$ cat config.mk
export PLATFORM = sky130hd
export DESIGN_NAME = lzc_norm_pipe_flat
export DESIGN_NICKNAME = d
export VERILOG_FILES = /design/src/rtl/lzc_pkg.sv /design/src/rtl/lzc_norm_pipe_if.sv /design/src/rtl/lzc_core.sv /design/src/rtl/lzc_norm_pipe.sv /design/src/flat_wrapper.sv
export SDC_FILE = /design/constraint.sdc
export NUM_CORES = 1
export LEC_CHECK = 0
export CORE_MARGIN = 2
export CORE_UTILIZATION = 45
export DETAILED_ROUTE_END_ITERATION = 6
export GPL_TIMING_DRIVEN = 0
export HOLD_SLACK_MARGIN = 0.08
export PLACE_DENSITY_LB_ADDON = 0.2
export SLEW_MARGIN = 15
export SYNTH_ARGS = -nofsm -noshare
export SYNTH_HDL_FRONTEND = slang
export SYNTH_SLANG_ARGS = --single-unit
$ cat constraint.sdc
create_clock -name clk -period 5.27 [get_ports clk]
set_clock_uncertainty 0.15 [all_clocks]
set_input_delay 1.054 -clock clk [delete_from_list [all_inputs] [get_ports clk]]
set_output_delay 1.054 -clock clk [all_outputs]
set_load 0.005 [all_outputs]
$ cat src/rtl/lzc_pkg.sv
// Shared constants and helpers for the leading-zero counter / normaliser.
// The LZC_SIGNED_EN build option is handled in lzc_norm_pipe.sv.
package lzc_pkg;

  localparam int MAX_LZC_WIDTH = 32;
  localparam int MIN_LZC_WIDTH = 8;

  // Count width able to hold 0..width inclusive.
  function automatic int lzc_cw(input int width);
    return $clog2(width + 1);
  endfunction

endpackage

$ cat src/rtl/lzc_norm_pipe_if.sv
// Input/result channel bundle for lzc_norm_pipe.
// Handshake: a word moves on a rising edge where valid and ready are both high;
// valid never depends on ready, and the producer holds data stable while valid && !ready.
interface lzc_norm_pipe_if #(
  parameter int WIDTH = 22
);
  import lzc_pkg::*;

  localparam int CW = lzc_cw(WIDTH);

  logic             i_valid;
  logic             i_ready;
  logic [WIDTH-1:0] i_data;
  logic             o_valid;
  logic             o_ready;
  logic [CW-1:0]    o_lzc;
  logic [WIDTH-1:0] o_norm;
  logic             o_zero;

  modport master (
    output i_valid, i_data, o_ready,
    input  i_ready, o_valid, o_lzc, o_norm, o_zero
  );

  modport slave (
    input  i_valid, i_data, o_ready,
    output i_ready, o_valid, o_lzc, o_norm, o_zero
  );

endinterface

$ cat src/rtl/lzc_core.sv
// Combinational width-generic leading-zero count; the highest set bit wins.
module lzc_core #(
  parameter int WIDTH = 22,
  parameter int CW    = 5
) (
  input  logic [WIDTH-1:0] data_i,
  output logic [CW-1:0]    cnt_o,
  output logic             zero_o
);

  always_comb begin
    cnt_o = CW'(WIDTH);
    for (int i = 0; i < WIDTH; i++) begin
      if (data_i[i]) cnt_o = CW'(WIDTH - 1 - i);
    end
    zero_o = ~|data_i;
  end

endmodule

$ cat src/rtl/lzc_norm_pipe.sv
// Two-stage pipelined leading-zero counter and normaliser (count in S1, shift in S2).
// Define LZC_SIGNED_EN to count redundant sign bits of a two's-complement input instead.
module lzc_norm_pipe
  import lzc_pkg::*;
#(
  parameter int WIDTH = 22
) (
  input  logic               clk,
  input  logic               rst_n,
  lzc_norm_pipe_if.slave     bus,
  output logic [1:0]         dbg_valid_o
);

  localparam int CW = lzc_cw(WIDTH);

  if (WIDTH < MIN_LZC_WIDTH || WIDTH > MAX_LZC_WIDTH) begin : g_bad_width
    $error("lzc_norm_pipe: WIDTH must be within 8..32");
  end

  logic             v1_q, v2_q;
  logic [WIDTH-1:0] data1_q;
  logic [CW-1:0]    cnt1_q, cnt1_d;
  logic             zero1_q, zero1_d;
  logic [CW-1:0]    lzc2_q;
  logic [WIDTH-1:0] norm2_q, norm2_d;
  logic             zero2_q;
  logic             en1, en2;

  logic [WIDTH-1:0] core_in;
  logic [CW-1:0]    core_cnt;
  logic             core_zero;

`ifdef LZC_SIGNED_EN
  // Sign-folded and shifted so the core counts only the redundant sign bits;
  // 0 and -1 both fold to zero and get the maximum count WIDTH-1.
  assign core_in = (bus.i_data ^ {WIDTH{bus.i_data[WIDTH-1]}}) << 1;
  assign cnt1_d  = core_zero ? CW'(WIDTH - 1) : core_cnt;
  assign zero1_d = ~|bus.i_data;
`else
  assign core_in = bus.i_data;
  assign cnt1_d  = core_cnt;
  assign zero1_d = core_zero;
`endif

  lzc_core #(
    .WIDTH (WIDTH),
    .CW    (CW)
  ) u_core (
    .data_i (core_in),
    .cnt_o  (core_cnt),
    .zero_o (core_zero)
  );

  // No skid buffer: ready ripples combinationally from o_ready through both stages.
  assign en2         = !v2_q || bus.o_ready;
  assign en1         = !v1_q || en2;
  assign bus.i_ready = en1;

  // A shift by WIDTH (all-zero input) yields 0.
  assign norm2_d = data1_q << cnt1_q;

  always_ff @(posedge clk or negedge rst_n) begin
    if (!rst_n) begin
      v1_q    <= 1'b0;
      data1_q <= '0;
      cnt1_q  <= '0;
      zero1_q <= 1'b0;
    end else if (en1) begin
      v1_q <= bus.i_valid;
      if (bus.i_valid) begin
        data1_q <= bus.i_data;
        cnt1_q  <= cnt1_d;
        zero1_q <= zero1_d;
      end
    end
  end

  always_ff @(posedge clk or negedge rst_n) begin
    if (!rst_n) begin
      v2_q    <= 1'b0;
      lzc2_q  <= '0;
      norm2_q <= '0;
      zero2_q <= 1'b0;
    end else if (en2) begin
      v2_q <= v1_q;
      if (v1_q) begin
        lzc2_q  <= cnt1_q;
        norm2_q <= norm2_d;
        zero2_q <= zero1_q;
      end
    end
  end

  assign bus.o_valid = v2_q;
  assign bus.o_lzc   = lzc2_q;
  assign bus.o_norm  = norm2_q;
  assign bus.o_zero  = zero2_q;
  assign dbg_valid_o = {v2_q, v1_q};

endmodule
$ cat src/flat_wrapper.sv
// flat-port wrapper written by rule: the top's interface ports become plain ports
module lzc_norm_pipe_flat import lzc_pkg::*;
#(
  parameter int WIDTH = 22
)
  (clk, rst_n, dbg_valid_o, bus_i_valid, bus_i_data, bus_o_ready, bus_i_ready, bus_o_valid, bus_o_lzc, bus_o_norm, bus_o_zero);
  lzc_norm_pipe_if #(.WIDTH(WIDTH)) bus_i ();
  input  logic clk;
  input  logic rst_n;
  output logic [1:0] dbg_valid_o;
  input wire logic [$bits(bus_i.i_valid)-1:0] bus_i_valid;
  input wire logic [$bits(bus_i.i_data)-1:0] bus_i_data;
  input wire logic [$bits(bus_i.o_ready)-1:0] bus_o_ready;
  output wire logic [$bits(bus_i.i_ready)-1:0] bus_i_ready;
  output wire logic [$bits(bus_i.o_valid)-1:0] bus_o_valid;
  output wire logic [$bits(bus_i.o_lzc)-1:0] bus_o_lzc;
  output wire logic [$bits(bus_i.o_norm)-1:0] bus_o_norm;
  output wire logic [$bits(bus_i.o_zero)-1:0] bus_o_zero;
  assign bus_i.i_valid = bus_i_valid;
  assign bus_i.i_data = bus_i_data;
  assign bus_i.o_ready = bus_o_ready;
  assign bus_i_ready = bus_i.i_ready;
  assign bus_o_valid = bus_i.o_valid;
  assign bus_o_lzc = bus_i.o_lzc;
  assign bus_o_norm = bus_i.o_norm;
  assign bus_o_zero = bus_i.o_zero;
  lzc_norm_pipe #(.WIDTH(WIDTH)) u_core (.clk(clk), .rst_n(rst_n), .bus(bus_i), .dbg_valid_o(dbg_valid_o));
endmodule
==> metrics.csv <==
metric;value;unit
mappedNetlistArea;3463;µm²
antenna_left;0;
grt-ovfl-total;0;
cts_buffer_depth;2;
final_common_cell;dfrtp_1;
finalHoldViolations;0;
root_buffer;clkbuf_8;
stdcell_count;486;
syn-mean-instance-area;10.99;µm²
synth-edff-count;0;
max_freq;288.6;MHz
clkSlewWorstSetupHoldPaths;0.06;ns
tritoncts;yes;
clock_sinks;58;
worstMarginPinSlew;0.7221;ns
fin_setup_tns;0;ns
status;finished, final reports clean;
p_total;1.488;mW
diodes;0;
num_vias;2798;
postCtsSetupBuffers;0;
grt_antenna_before_repair;0;
fin_crit_sh;0.6575;
synth_cell_types;48;
grt_pass1_vias;2709;
hold_path_class;register to register;
maxCapViolCount;0;
yosysWarnings;0;
core_area;7370;µm²
power_leakage;1.785;nW
p_per_area;342.7;nW/µm²
synth-async-reset-ratio;1.000;
start_kind;input port;
wire_per_inst;17.39;µm
cts_hold_buf;0;
arrival;2.26;ns
port_buffers;57;
finalWeightedCongestion;0.9165;
grt_pass1_wl;13.86;mm
relSlewSlack;0.5186;
drt_wl_total;8.451;mm
start_util;0.4699;
endpoint_kind;output port;
ys_seq_area_frac;0.4191;
rows;31;
drc;0;
cts_buffers;9;
die_y;91.73;µm
synth_fp_nets;341;
die_x;91.73;µm
synth_cells;315;
firstDrtPassIters;4;
critPathMaxFanout;5;
hpwl;6.392;mm
r2r_slack;3.07;ns
synth_seq_cells;58;
layout_common_cells;dfrtp_1, clkdlybuf4s50_1, nand2_1, mux2_2;
required;4.07;ns
h-tree-depth;3;
nNetsFinal;409;
period_minus_slack;3.465;ns
dieArea;8414;µm²
placed_cells;471;
first_iter_violations;182;
ys.flop_type;dfrtp_1;
slew_viol_final;0;
grt_max_degree;59;
rsz0062_at_grt;false;
path_class;input port to output port;
finalSetupViolCount;0;
grtUsageTotal;0.2107;
viasPerCell;5.757;
cts-resized-gates;0;
ios;58;
area.growth.synth_to_final;25.33;%
clock_latency;0.34;ns
ir_drop;172.1;µV
drive_gt1_frac;0.1628;
==> final timing paths <==
path,endpoint,from,depth (start not counted)
worst max-delay path,bus_i_ready,bus_o_ready,3
worst min-delay path,u_core.bus.o_lzc[4]$_DFFE_PN0P_,u_core.bus.o_lzc[4]$_DFFE_PN0P_,2
worst max register to register,u_core.bus.o_norm[17]$_DFFE_PN0P_,u_core.cnt1_q[1]$_DFFE_PN0P_,7
worst min register to register,u_core.bus.o_lzc[4]$_DFFE_PN0P_,u_core.bus.o_lzc[4]$_DFFE_PN0P_,2
max in group asynchronous,u_core.data1_q[14]$_DFFE_PN0P_,rst_n,1
min in group asynchronous,u_core.bus.o_norm[8]$_DFFE_PN0P_,rst_n,1
==> kinds of logic after synthesis <==
group	share of synthesized area
and+or+nand+nor	0.1337
muxes	0.2796
AOI/OAI and AO/OA	0.1228
DFF	0.4191
buffers and inverters	0.04479
==> state kept, by name, indices dropped and copies added (netlist names) <==
signal	flops
u_core.bus.o_norm	22
u_core.bus.o_lzc	5
u_core.bus.o_valid	1
u_core.zero1_q	1
u_core.data1_q	22
u_core.cnt1_q	5
u_core.v1_q	1
u_core.bus.o_zero	1
==> power breakdown <==
part           internal (mW)  switching, mW  total, mW
sequential             0.526         0.0681      0.594
combinational          0.291          0.210      0.501
clock                  0.227          0.165      0.392
==> critical path: stages <==
cell and delay, ns:
clkdlybuf4s50_1 0.48, nand3b_1 0.20, clkdlybuf4s50_1 0.53
==> layout make-up <==
type / instances / area (µm²)
Buffer: 23 / 140.1
Clock buffer: 12 / 145.1
Clock inverter: 3 / 40.04
Fill cell: 652 / 3029
Inverter: 4 / 15.01
Multi-Input combinational cell: 230 / 1857
Sequential cell: 58 / 1451
Tap cell: 99 / 123.9
Timing Repair Buffer: 57 / 568.0
==> synthesized netlist by cell type, types with 3 or more instances <==
library cell / count / area, µm²
nand3_1: 4 / 20.02
buf_1: 4 / 15.01
a22o_1: 6 / 52.55
a32o_1: 4 / 40.04
a31oi_1: 3 / 18.77
mux2i_1: 23 / 230.2
nand2b_1: 8 / 50.05
nand2_1: 41 / 153.9
nor4_1: 5 / 31.28
mux4_2: 11 / 247.7
o21ai_0: 16 / 80.08
o31ai_1: 3 / 22.52
buf_6: 3 / 33.78
buf_2: 3 / 15.01
nand3b_1: 3 / 22.52
a21oi_1: 9 / 45.04
dfrtp_1: 58 / 1451
inv_1: 3 / 11.26
nor3_1: 3 / 15.01
buf_4: 3 / 22.52
nor2_1: 23 / 86.33
a211o_1: 3 / 26.28
clkbuf_1: 9 / 33.78
nor2b_1: 8 / 50.05
mux4_1: 7 / 183.9
mux2_2: 26 / 292.8
==> per-stage QoR <==
step                      hold WS, ns  worst slack (ns)  utilization  area (µm²)
after detailed placement       0.3151             1.793       0.5638        4155
after CTS                      0.3306             1.786       0.5890        4340
final                          0.3224             1.805       0.5890        4340
after floorplan                0.2888             2.807            -        3463
after global placement         0.3113             1.200       0.5642        4158
after global routing           0.3517             1.728       0.5890        4340
==> metal layers <==
metal  global-route usage  up-vias  part of all wire
li1                     -     1307                 -
met1               0.2921     1371              0.46
met2               0.3199       97              0.46
met3              0.03369       23             0.051
met4               0.1107        0             0.035
met5                    0        -                 0
(Power assumes the default switching activity.)
